[src/rtl/pipeline_hazard_ctrl_if.sv]
// rtl/pipeline_hazard_ctrl_if.sv - decode/EX hazard control signal bundle
interface pipeline_hazard_ctrl_if;
    logic        i_d_valid;
    logic [15:0] i_d_instr;
    logic        i_branch_taken;
    logic        i_ex_stall_req;
    logic        o_stall_fd;
    logic        o_bubble_ex;
    logic        o_flush;
    logic [1:0]  o_fwd_x;
    logic [1:0]  o_fwd_y;
    logic [15:0] o_stall_count;

    modport master (
        output i_d_valid, i_d_instr, i_branch_taken, i_ex_stall_req,
        input  o_stall_fd, o_bubble_ex, o_flush, o_fwd_x, o_fwd_y, o_stall_count
    );

    modport slave (
        input  i_d_valid, i_d_instr, i_branch_taken, i_ex_stall_req,
        output o_stall_fd, o_bubble_ex, o_flush, o_fwd_x, o_fwd_y, o_stall_count
    );
endinterface

[src/rtl/pipeline_hazard_ctrl.sv]
// rtl/pipeline_hazard_ctrl.sv - load-use stall, branch flush and operand forwarding control
module pipeline_hazard_ctrl (
    input  logic                   clk,
    input  logic                   reset,
    pipeline_hazard_ctrl_if.slave  bus
);
    typedef enum logic [1:0] {RUN, LDSTALL, FLUSH} state_t;

    typedef struct packed {
        logic       valid;
        logic       wr;
        logic [2:0] dst;
        logic       is_ld;
    } sb_entry_t;

    state_t    state, next_state;
    sb_entry_t ex_e, wb_e;
    logic [15:0] stall_count;

    logic [4:0] op;
    logic [2:0] rx, ry, d_dst;
    logic       d_wr, d_rdx, d_rdy, d_is_ld;
    logic       ld_haz;
    logic       stall_fd, bubble_ex, flush;
    logic [1:0] fwd_x, fwd_y;
    logic       unused_instr_bits;

    assign op = bus.i_d_instr[4:0];
    assign rx = bus.i_d_instr[7:5];
    assign ry = bus.i_d_instr[10:8];
    assign unused_instr_bits = ^bus.i_d_instr[15:11];

    always_comb begin
        d_wr  = 1'b0;
        d_rdx = 1'b0;
        d_rdy = 1'b0;
        case (op)
            5'b00000:                   begin d_wr = 1'b1; d_rdy = 1'b1; end
            5'b00001, 5'b00010:         begin d_wr = 1'b1; d_rdx = 1'b1; d_rdy = 1'b1; end
            5'b00011, 5'b00101:         begin d_rdx = 1'b1; d_rdy = 1'b1; end
            5'b00100:                   begin d_wr = 1'b1; d_rdy = 1'b1; end
            5'b10000:                   d_wr = 1'b1;
            5'b10001, 5'b10010, 5'b10110: begin d_wr = 1'b1; d_rdx = 1'b1; end
            5'b10011, 5'b01000, 5'b01001, 5'b01010: d_rdx = 1'b1;
            5'b01100, 5'b11100:         d_wr = 1'b1;
            default:                    ;
        endcase
    end

    // Calls link into r7 regardless of the Rx field
    assign d_dst   = (op == 5'b01100 || op == 5'b11100) ? 3'd7 : rx;
    assign d_is_ld = (op == 5'b00100);

    assign ld_haz = bus.i_d_valid && ex_e.valid && ex_e.wr && ex_e.is_ld &&
                    ((d_rdx && ex_e.dst == rx) || (d_rdy && ex_e.dst == ry));

    function automatic logic [1:0] fwd_sel(input sb_entry_t ex, input sb_entry_t wb,
                                           input logic [2:0] r);
        if (ex.valid && ex.wr && !ex.is_ld && ex.dst == r)
            return 2'b01;
        else if (wb.valid && wb.wr && wb.dst == r)
            return 2'b10;
        else
            return 2'b00;
    endfunction

    // Memory stall beats branch; branch beats the second flush slot and load-use
    always_comb begin
        stall_fd   = 1'b0;
        bubble_ex  = 1'b0;
        flush      = 1'b0;
        fwd_x      = 2'b00;
        fwd_y      = 2'b00;
        next_state = state;
        if (reset) begin
            next_state = RUN;
        end else begin
            if (bus.i_ex_stall_req) begin
                stall_fd = 1'b1;
            end else if (bus.i_branch_taken) begin
                flush      = 1'b1;
                bubble_ex  = 1'b1;
                next_state = FLUSH;
            end else if (state == FLUSH) begin
                flush      = 1'b1;
                bubble_ex  = 1'b1;
                next_state = RUN;
            end else if (ld_haz) begin
                stall_fd   = 1'b1;
                bubble_ex  = 1'b1;
                next_state = LDSTALL;
            end else begin
                next_state = RUN;
            end
            if (bus.i_d_valid) begin
                fwd_x = d_rdx ? fwd_sel(ex_e, wb_e, rx) : 2'b00;
                fwd_y = d_rdy ? fwd_sel(ex_e, wb_e, ry) : 2'b00;
            end
        end
    end

    always_ff @(posedge clk or posedge reset) begin
        if (reset) begin
            state       <= RUN;
            ex_e        <= '0;
            wb_e        <= '0;
            stall_count <= 16'd0;
        end else begin
            state <= next_state;
            if (!bus.i_ex_stall_req) begin
                wb_e <= ex_e;
                if (bus.i_d_valid && !bubble_ex && !flush)
                    ex_e <= '{valid: 1'b1, wr: d_wr, dst: d_dst, is_ld: d_is_ld};
                else
                    ex_e <= '0;
            end
            if (stall_fd && stall_count != 16'hFFFF)
                stall_count <= stall_count + 16'd1;
        end
    end

    assign bus.o_stall_fd    = stall_fd;
    assign bus.o_bubble_ex   = bubble_ex;
    assign bus.o_flush       = flush;
    assign bus.o_fwd_x       = fwd_x;
    assign bus.o_fwd_y       = fwd_y;
    assign bus.o_stall_count = stall_count;
endmodule

[src/flat_wrapper.sv]
// flat-port wrapper written by rule: the top's interface ports become plain ports
module pipeline_hazard_ctrl_flat 
  (clk, reset, bus_i_d_valid, bus_i_d_instr, bus_i_branch_taken, bus_i_ex_stall_req, bus_o_stall_fd, bus_o_bubble_ex, bus_o_flush, bus_o_fwd_x, bus_o_fwd_y, bus_o_stall_count);
  pipeline_hazard_ctrl_if bus_i ();
  input  logic clk;
  input  logic reset;
  input wire logic [$bits(bus_i.i_d_valid)-1:0] bus_i_d_valid;
  input wire logic [$bits(bus_i.i_d_instr)-1:0] bus_i_d_instr;
  input wire logic [$bits(bus_i.i_branch_taken)-1:0] bus_i_branch_taken;
  input wire logic [$bits(bus_i.i_ex_stall_req)-1:0] bus_i_ex_stall_req;
  output wire logic [$bits(bus_i.o_stall_fd)-1:0] bus_o_stall_fd;
  output wire logic [$bits(bus_i.o_bubble_ex)-1:0] bus_o_bubble_ex;
  output wire logic [$bits(bus_i.o_flush)-1:0] bus_o_flush;
  output wire logic [$bits(bus_i.o_fwd_x)-1:0] bus_o_fwd_x;
  output wire logic [$bits(bus_i.o_fwd_y)-1:0] bus_o_fwd_y;
  output wire logic [$bits(bus_i.o_stall_count)-1:0] bus_o_stall_count;
  assign bus_i.i_d_valid = bus_i_d_valid;
  assign bus_i.i_d_instr = bus_i_d_instr;
  assign bus_i.i_branch_taken = bus_i_branch_taken;
  assign bus_i.i_ex_stall_req = bus_i_ex_stall_req;
  assign bus_o_stall_fd = bus_i.o_stall_fd;
  assign bus_o_bubble_ex = bus_i.o_bubble_ex;
  assign bus_o_flush = bus_i.o_flush;
  assign bus_o_fwd_x = bus_i.o_fwd_x;
  assign bus_o_fwd_y = bus_i.o_fwd_y;
  assign bus_o_stall_count = bus_i.o_stall_count;
  pipeline_hazard_ctrl u_core (.clk(clk), .reset(reset), .bus(bus_i));
endmodule
[config.mk]
export PLATFORM = sky130hd
export DESIGN_NAME = pipeline_hazard_ctrl_flat
export DESIGN_NICKNAME = d
export VERILOG_FILES = /design/src/rtl/pipeline_hazard_ctrl_if.sv /design/src/rtl/pipeline_hazard_ctrl.sv /design/src/flat_wrapper.sv
export SDC_FILE = /design/constraint.sdc
export NUM_CORES = 1
export LEC_CHECK = 0
export BUFFER_PORTS_ARGS = -buffer_cell sky130_fd_sc_hd__buf_2
export CAP_MARGIN = 20
export CORE_MARGIN = 3
export CORE_UTILIZATION = 35
export DETAILED_ROUTE_END_ITERATION = 8
export SLEW_MARGIN = 15
export SYNTH_ARGS = -nofsm -noshare
export SYNTH_HDL_FRONTEND = slang
export SYNTH_SLANG_ARGS = --single-unit
[constraint.sdc]
create_clock -name clk -period 2.4 [get_ports clk]
set_input_delay 0.48 -clock clk [delete_from_list [all_inputs] [get_ports clk]]
set_output_delay 0.48 -clock clk [all_outputs]
set_load 0.01 [all_outputs]
==> results of run 1 <==
[registers in the layout, indices dropped and copies added (netlist names)]
signal and flops:
u_core.state 2, u_core.bus.o_stall_count 16, u_core.wb_e 5, u_core.ex_e 6
[power by group through the flow]
stage	combinational (mW)	clock (mW)	sequential, mW
global route	0.360	0.422	0.643
global placement	0.308	0	0.640
detailed placement	0.314	0	0.640
CTS	0.320	0.397	0.633
floorplan	0.167	0	0.649
finish	0.318	0.376	0.634
[Yosys cell counts (2+ instances only)]
cell type	instances
o21ai_1	2
or3_1	2
and3_1	5
nor3_1	4
clkbuf_1	3
mux2_2	6
xnor2_1	19
nand3_1	10
a41oi_1	2
a211oi_1	3
a21oi_1	3
nand2_1	19
dfrtp_1	29
inv_1	8
xor2_1	8
o21ai_0	5
nor2_1	19
nand4_1	11
[cell families after synthesis]
| kind of cell | Yosys count | share of synthesized area, % |
|---|---|---|
| fa+ha+maj | 1 | 0.768 |
| buf+inv | 12 | 2.84 |
| flops | 29 | 44.5 |
| compound gates | 23 | 9.75 |
| xor+xnor | 27 | 14.5 |
| mux | 7 | 4.76 |
| simple gates | 76 | 22.8 |
[how the worst min path moves through the flow]
stage,startpoint,end,slack [ns],cells after the start
6_report,reset,u_core.state[0],0.37,3
5_1_grt,reset,u_core.state[0],0.39,3
4_1_cts,reset,u_core.state[0],0.35,3
3_5_place_dp,u_core.bus.o_stall_count[8],u_core.bus.o_stall_count[8],0.48,1
3_3_place_gp,u_core.wb_e[4],u_core.wb_e[4],0.48,1
2_1_floorplan,u_core.ex_e[0],u_core.ex_e[0],0.47,2
[worst max-delay path, cell delays in order]
cell      delay (ns)
buf_2           0.12
inv_1           0.08
o21ai_0         0.08
a221o_2         0.41
o21ai_2         0.15
or2b_1          0.23
a211oi_1        0.18
buf_2           0.16
[final cells by class]
type / instances / area [sq um]
Clock buffer: 6 / 72.6
Clock inverter: 2 / 10.0
Fill cell: 443 / 2340
Inverter: 8 / 30.0
Multi-Input combinational cell: 134 / 866
Sequential cell: 29 / 728
Tap cell: 52 / 65.1
Timing Repair Buffer: 53 / 303
[layer usage]
layer / up-vias / track usage, % / wire [microns]
met1: 686 / 19.8 / 1850
met5: - / 0 / 0
met4: 0 / 5.34 / 57
met2: 46 / 22.7 / 1620
li1: 732 / - / -
met3: 6 / 3.92 / 278
[repair_timing]
action / 4_1_cts / 5_1_grt
hold buffers: 0 / 0
pin swaps: 4 / 0
setup buffers: 2 / 1
resized for setup: 1 / 3
endpoints found under the setup margin: 1 / 2
hold endpoints to repair: 0 / 0
[placed cells by master (no fill, tap or decap), types with 2 or more instances in the layout]
master | Yosys | layout
buf_2 | 1 | 38
dfrtp_1 | 29 | 27
nand2_1 | 19 | 19
xnor2_1 | 19 | 19
nor2_1 | 19 | 19
buf_4 | 0 | 15
nand4_1 | 11 | 11
nand3_1 | 10 | 10
inv_1 | 8 | 8
xor2_1 | 8 | 8
mux2_2 | 6 | 6
o21ai_0 | 5 | 5
and3_1 | 5 | 5
clkbuf_8 | 0 | 5
a211oi_1 | 3 | 3
nor3_1 | 4 | 3
a21oi_1 | 3 | 3
or3_1 | 2 | 2
a41oi_1 | 2 | 2
o21ai_2 | 1 | 2
clkinv_2 | 0 | 2
dfrtp_2 | 0 | 2
[through the flow]
stage | worst slack, ns | hold slack, ns | power, mW | area, sq um
after floorplan | 0.154 | 0.469 | 0.816 | 1630
after global placement | 0.00765 | 0.479 | 0.947 | 1960
after detailed placement | 0.0197 | 0.483 | 0.954 | 1960
after CTS | -0.0168 | 0.351 | 1.35 | 2060
after global routing | -0.0688 | 0.389 | 1.43 | 2070
final | 0.0255 | 0.369 | 1.33 | 2070
==> flow_results.xml, run 1 <==
<?xml version="1.0" encoding="UTF-8"?>
<metrics>
  <group name="status">
    <metric name="outcome" unit="">complete, no violations</metric>
  </group>
  <group name="critical_path">
    <metric name="worst_path_class_setup" unit="">in -&gt; out</metric>
    <metric name="rr_endpoint" unit="">u_core.bus.o_stall_count[1]</metric>
    <metric name="r2r_start" unit="">u_core.ex_e[2]</metric>
    <metric name="worst_r2r_path_depth" unit="">9</metric>
    <metric name="critPathMaxFanout" unit="">3</metric>
    <metric name="worst_setup_path_endpoint" unit="">bus_o_bubble_ex</metric>
    <metric name="timing.reg2reg.setup_slack" unit="ns">0.42</metric>
    <metric name="required" unit="ns">1.92</metric>
    <metric name="critical_path_arrival" unit="ns">1.89</metric>
    <metric name="setup.worst_path.start" unit="">bus_i_d_instr[2]</metric>
    <metric name="endpoint_kind" unit="">primary output</metric>
    <metric name="startpoint_type" unit="">primary input</metric>
  </group>
  <group name="floorplan">
    <metric name="top_level_ports" unit="">44</metric>
    <metric name="die-height" unit="microns">74.2</metric>
    <metric name="core" unit="sq um">4410</metric>
    <metric name="floorplan.initialDensity" unit="%">36.9</metric>
    <metric name="design.die.area" unit="sq um">5510</metric>
    <metric name="floorplan.rows" unit="">24</metric>
    <metric name="chipWidth" unit="microns">74.2</metric>
  </group>
  <group name="synthesis">
    <metric name="syn_area" unit="sq um">1630</metric>
    <metric name="ys_types" unit="">35</metric>
    <metric name="mappedNetlistNets" unit="">197</metric>
    <metric name="sequential_fraction_of_the_synthesis_area" unit="%">44.5</metric>
    <metric name="number_of_synthesized_flops_with_an_enable_pin" unit="">0</metric>
    <metric name="synth.ff_latch_count" unit="">29</metric>
    <metric name="synth.top_cells.by_area" unit="">dfrtp_1 45%, xnor2_1 10%, nand2_1 4.4%</metric>
    <metric name="postSynthCellCount" unit="">175</metric>
    <metric name="synth_top_area_share" unit="%">44.5</metric>
    <metric name="postSynth.topFlopCell" unit="">dfrtp_1</metric>
    <metric name="yosys.area.top_type" unit="">dfrtp_1</metric>
    <metric name="syn_avg_cell_area" unit="sq um">9.31</metric>
    <metric name="synth.yosys.warnings" unit="">0</metric>
    <metric name="async_flop_share" unit="%">100</metric>
  </group>
  <group name="cts">
    <metric name="cts_buffer_depth" unit="">2</metric>
    <metric name="clk_root_buffer_cell" unit="">clkbuf_8</metric>
    <metric name="cts.clk_slew.worst_paths" unit="ns">0.06</metric>
    <metric name="tritoncts.num_buffers" unit="">5</metric>
    <metric name="cts_tree" unit="">built</metric>
    <metric name="htree_levels" unit="">2</metric>
    <metric name="cts_num_sinks" unit="">29</metric>
    <metric name="worst_skew_pair.late_latency" unit="ns">0.27</metric>
  </group>
  <group name="sta">
    <metric name="unrepaired_setup_endpoints_after_global_routing" unit="">true</metric>
    <metric name="finalMaxSlewViolations" unit="">0</metric>
    <metric name="slew_headroom" unit="%">67.0</metric>
    <metric name="timing.final.hold_violations" unit="">0</metric>
    <metric name="timing_worst_slew_pin_value" unit="ns">0.488</metric>
    <metric name="finalCritPeriodShare" unit="%">98.9</metric>
    <metric name="timing.final.setup_violations" unit="">0</metric>
    <metric name="fin_tns_setup" unit="ns">0</metric>
    <metric name="period_minus_slack" unit="ns">2.37</metric>
    <metric name="clock.fmax" unit="MHz">421</metric>
    <metric name="fin_worst_skew" unit="ns">0.00466</metric>
  </group>
  <group name="global_route">
    <metric name="grt_first_pass_wirelength" unit="microns">6260</metric>
    <metric name="globalRouteTotalUtil" unit="%">14.7</metric>
    <metric name="antenna_found_initial" unit="">0</metric>
    <metric name="grt_max_degree" unit="">18</metric>
    <metric name="first_global_vias" unit="">1390</metric>
    <metric name="congestion_overflow_gr" unit="">0</metric>
  </group>
  <group name="cells_and_area">
    <metric name="diodes" unit="">0</metric>
    <metric name="instances_no_fill" unit="">284</metric>
    <metric name="layout.core_utilization" unit="%">47.0</metric>
    <metric name="areaGrowthSynthToFinish" unit="%">27.3</metric>
    <metric name="count_of_nets_after_finishing" unit="">253</metric>
    <metric name="final_layout_size_suffix_gt1_share" unit="%">31.0</metric>
  </group>
  <group name="pwr">
    <metric name="cellPowerDensity" unit="nW/um^2">640</metric>
    <metric name="sequential_share_of_power" unit="%">47.7</metric>
    <metric name="power.internal" unit="mW">0.911</metric>
    <metric name="pwr-share-comb" unit="%">23.9</metric>
    <metric name="netSwitchingFraction" unit="%">31.3</metric>
    <metric name="p_sw" unit="mW">0.416</metric>
    <metric name="p_clk_share" unit="%">28.3</metric>
    <metric name="vdd_drop_max" unit="mV">0.432</metric>
    <metric name="leakagePower" unit="nW">0.988</metric>
  </group>
  <group name="place">
    <metric name="io_buffers" unit="">38</metric>
    <metric name="dp_cells" unit="">273</metric>
    <metric name="dp_hpwl" unit="microns">2850</metric>
    <metric name="gp_routability_congestion" unit="">0.829</metric>
  </group>
  <group name="route">
    <metric name="post-route-drc-count" unit="">0</metric>
    <metric name="ant_nets" unit="">0</metric>
    <metric name="average_vias_per_placed_instance" unit="">5.18</metric>
    <metric name="routed-via-count" unit="">1470</metric>
    <metric name="drt_pass1_iterations" unit="">4</metric>
    <metric name="postRouteWirelength" unit="microns">3810</metric>
    <metric name="routedWlPerCell" unit="microns">13.4</metric>
    <metric name="first_iter_violations" unit="">39</metric>
  </group>
  <group name="worst_hold_path">
    <metric name="hold_crit_class" unit="">in -&gt; async</metric>
  </group>
  <group name="run">
    <metric name="maxCapViolCount" unit="">0</metric>
  </group>
</metrics>
(Power assumes the default switching activity.)
==> run 2, diff against run 1 <==
Settings changed: ABC_AREA from default to 1.
==> run 2 against run 1 <==
Final cell count rose by 36%. Total power is 2.3% lower. Design area increased by 11%. Die area increased by 16%. Via count rose by 21%. Synthesized cell count increased by 54%. Critical path depth shrank 3. Non-clock buffer count down 11. Register-to-register slack got worse by 0.07 ns. Combinational power decreased by 19%.
==> flow_results.xml, run 2 <==
<?xml version="1.0" encoding="UTF-8"?>
<metrics>
  <group name="synthesis">
    <metric name="yosys.area.top_type" unit="">dfrtp_1</metric>
    <metric name="synth.top_cells.by_area" unit="">dfrtp_1 38%, nand2_1 19%, nand3_1 7.3%</metric>
    <metric name="syn_area" unit="sq um">1920</metric>
    <metric name="number_of_synthesized_flops_with_an_enable_pin" unit="">0</metric>
    <metric name="postSynthCellCount" unit="">270</metric>
    <metric name="post_synth_most_frequent_cells" unit="">99 x nand2_1, 29 x dfrtp_1, 28 x nand3_1</metric>
    <metric name="synth_top_area_share" unit="%">37.8</metric>
    <metric name="synth.most_common_cell" unit="">nand2_1</metric>
    <metric name="synth.yosys.warnings" unit="">0</metric>
    <metric name="synth.ff_latch_count" unit="">29</metric>
    <metric name="mappedNetlistNets" unit="">292</metric>
    <metric name="async_flop_share" unit="%">100</metric>
    <metric name="postSynth.topFlopCell" unit="">dfrtp_1</metric>
    <metric name="sequential_fraction_of_the_synthesis_area" unit="%">37.8</metric>
    <metric name="syn_avg_cell_area" unit="sq um">7.11</metric>
    <metric name="ys_types" unit="">28</metric>
  </group>
  <group name="cts">
    <metric name="cts_buffer_depth" unit="">2</metric>
    <metric name="clk_root_buffer_cell" unit="">clkbuf_8</metric>
    <metric name="worst_skew_pair.late_latency" unit="ns">0.28</metric>
    <metric name="htree_levels" unit="">2</metric>
    <metric name="cts_num_sinks" unit="">29</metric>
    <metric name="cts_tree" unit="">built</metric>
    <metric name="tritoncts.num_buffers" unit="">5</metric>
    <metric name="cts.clk_slew.worst_paths" unit="ns">0.06</metric>
  </group>
  <group name="sta">
    <metric name="timing_worst_slew_pin_value" unit="ns">0.383</metric>
    <metric name="finalMaxSlewViolations" unit="">0</metric>
    <metric name="unrepaired_setup_endpoints_after_global_routing" unit="">false</metric>
    <metric name="timing.final.setup_violations" unit="">0</metric>
    <metric name="slew_headroom" unit="%">74.2</metric>
    <metric name="whs" unit="ns">0.319</metric>
    <metric name="timing.final.hold_violations" unit="">0</metric>
    <metric name="period_minus_slack" unit="ns">2.19</metric>
    <metric name="fin_worst_skew" unit="ns">0.00354</metric>
    <metric name="finalCritPeriodShare" unit="%">91.4</metric>
    <metric name="fin_tns_setup" unit="ns">0</metric>
    <metric name="clock.fmax" unit="MHz">456</metric>
    <metric name="layout_setup_ws" unit="ns">0.206</metric>
  </group>
  <group name="pwr">
    <metric name="vdd_drop_max" unit="mV">0.274</metric>
    <metric name="leakagePower" unit="nW">1.24</metric>
    <metric name="cellPowerDensity" unit="nW/um^2">562</metric>
  </group>
  <group name="global_route">
    <metric name="grt_first_pass_wirelength" unit="microns">7620</metric>
    <metric name="grt_max_degree" unit="">30</metric>
    <metric name="antenna_found_initial" unit="">0</metric>
    <metric name="congestion_overflow_gr" unit="">0</metric>
    <metric name="first_global_vias" unit="">1648</metric>
    <metric name="globalRouteTotalUtil" unit="%">15.2</metric>
  </group>
  <group name="route">
    <metric name="average_vias_per_placed_instance" unit="">4.59</metric>
    <metric name="drt_pass1_iterations" unit="">4</metric>
    <metric name="routed-via-count" unit="">1772</metric>
    <metric name="ant_nets" unit="">0</metric>
    <metric name="routedWlPerCell" unit="microns">11.5</metric>
    <metric name="first_iter_violations" unit="">61</metric>
    <metric name="postRouteWirelength" unit="microns">4430</metric>
    <metric name="post-route-drc-count" unit="">0</metric>
  </group>
  <group name="floorplan">
    <metric name="top_level_ports" unit="">44</metric>
    <metric name="floorplan.rows" unit="">26</metric>
    <metric name="core" unit="sq um">5200</metric>
    <metric name="design.die.area" unit="sq um">6410</metric>
    <metric name="chipWidth" unit="microns">80.1</metric>
    <metric name="floorplan.initialDensity" unit="%">36.9</metric>
    <metric name="die-height" unit="microns">80.1</metric>
  </group>
  <group name="critical_path">
    <metric name="worst_path_max_delay_cell" unit="">dfrtp_1</metric>
    <metric name="critical_path_arrival" unit="ns">1.71</metric>
    <metric name="worst_path_class_setup" unit="">reg -&gt; out</metric>
    <metric name="startpoint_type" unit="">flop</metric>
    <metric name="critPathMaxFanout" unit="">4</metric>
    <metric name="required" unit="ns">1.92</metric>
    <metric name="timing.critical_path.cells" unit="">xor2_1 &gt; nor3_1 &gt; nor3b_2 &gt; nor3b_1 &gt; buf_2</metric>
    <metric name="critPathMaxStageDelay" unit="ns">0.43</metric>
    <metric name="endpoint_kind" unit="">primary output</metric>
  </group>
  <group name="cells_and_area">
    <metric name="stdcell_area" unit="sq um">2310</metric>
    <metric name="diodes" unit="">0</metric>
    <metric name="final_layout_size_suffix_gt1_share" unit="%">20.3</metric>
    <metric name="most-common-layout-cells" unit="">99 x nand2_1, 38 x buf_2, 29 x dfrtp_1</metric>
    <metric name="multi_input_comb_area" unit="sq um">1070</metric>
    <metric name="count_of_nets_after_finishing" unit="">337</metric>
    <metric name="flip_flop_count_of_the_largest_register_after_layout" unit="">16</metric>
    <metric name="areaGrowthSynthToFinish" unit="%">20.3</metric>
    <metric name="mostFrequentLayoutCell" unit="">nand2_1</metric>
    <metric name="instances_no_fill" unit="">386</metric>
    <metric name="fillCellCount" unit="">562</metric>
    <metric name="ff_latch_area" unit="sq um">726</metric>
  </group>
  <group name="place">
    <metric name="dp_hpwl" unit="microns">3370</metric>
    <metric name="gp_routability_congestion" unit="">0.818</metric>
    <metric name="dp_cells" unit="">378</metric>
    <metric name="placed_area" unit="sq um">2200</metric>
    <metric name="io_buffers" unit="">38</metric>
    <metric name="dpl_worst_slack" unit="ns">0.224</metric>
  </group>
  <group name="worst_hold_path">
    <metric name="hold_crit_class" unit="">in -&gt; async</metric>
  </group>
  <group name="status">
    <metric name="outcome" unit="">complete, no violations</metric>
  </group>
  <group name="run">
    <metric name="maxCapViolCount" unit="">0</metric>
  </group>
</metrics>
[run 2: cell types whose count changed in the layout (fill, tap and decap cells not counted), sizes merged, moves of 7 or more]
cell	change
buf	-11
inv	+18
nand2	+83
nand3	+20
xnor2	-10
xor2	+7
[run 2: path summary, 6_finish.rpt]
path	from	end	cells after the start	slack [ns]
max in group asynchronous	reset	u_core.bus.o_stall_count[1]	3	1.80
worst max register to register	u_core.bus.o_stall_count[0]	u_core.bus.o_stall_count[2]	9	0.35
worst max-delay path	u_core.ex_e[2]	bus_o_fwd_x[0]	5	0.21
worst min-delay path	reset	u_core.ex_e[0]	3	0.32
min in group clk	bus_i_branch_taken	u_core.state[1]	2	0.45
worst min register to register	u_core.wb_e[5]	u_core.wb_e[5]	2	0.48
[run 2: timing repair]
action,in CTS,in global routing
hold buffers,0,0
buffers inserted,0,0
gates resized for setup,0,1
setup endpoints to repair,0,1
[run 2: cells by family after synthesis]
kind of cell,Yosys count,synth area share [%]
XOR/XNOR,24,11.0
adder cells (fa/ha/maj),1,0.652
AO/OA/AOI/OAI,7,2.15
buffers and inverters,31,6.71
AND/OR/NAND/NOR,178,41.7
flip-flops,29,37.8
[run 2: cell type report]
type	instances	area share, %
repair buffers	42	9.53
clock inverters	1	0.217
clock buffers	7	4.17
multi-input cells	210	46.3
inverters	27	4.55
flip-flops and latches	29	31.4
well taps	70	3.79
[run 2: stage by stage]
stage | power, mW | utilization, %
floorplan | 0.766 | -
global placement | 0.857 | 42.3
detailed placement | 0.864 | 42.3
CTS | 1.33 | 44.3
global route | 1.40 | 44.4
finish | 1.30 | 44.4
[run 2: routing by layer]
metal,wire length [microns],global-route usage [%]
met5,0,0
met2,1990,24.4
met3,236,4.04
met4,44,5.07
met1,2160,19.6
[run 2: worst max-delay path: cells and delay by family (launching register included)]
| kind | cells | cell delay (ns) |
|---|---|---|
| and+or+nand+nor | 3 | 0.67 |
| xor gates and xnor gates | 1 | 0.18 |
| DFF | 1 | 0.43 |
| buffers and inverters | 1 | 0.16 |
[run 2: where the power goes]
group | switching (mW) | internal [mW]
Combinational | 0.149 | 0.108
Sequential | 0.0587 | 0.536
Clock | 0.187 | 0.259
Total | 0.395 | 0.903
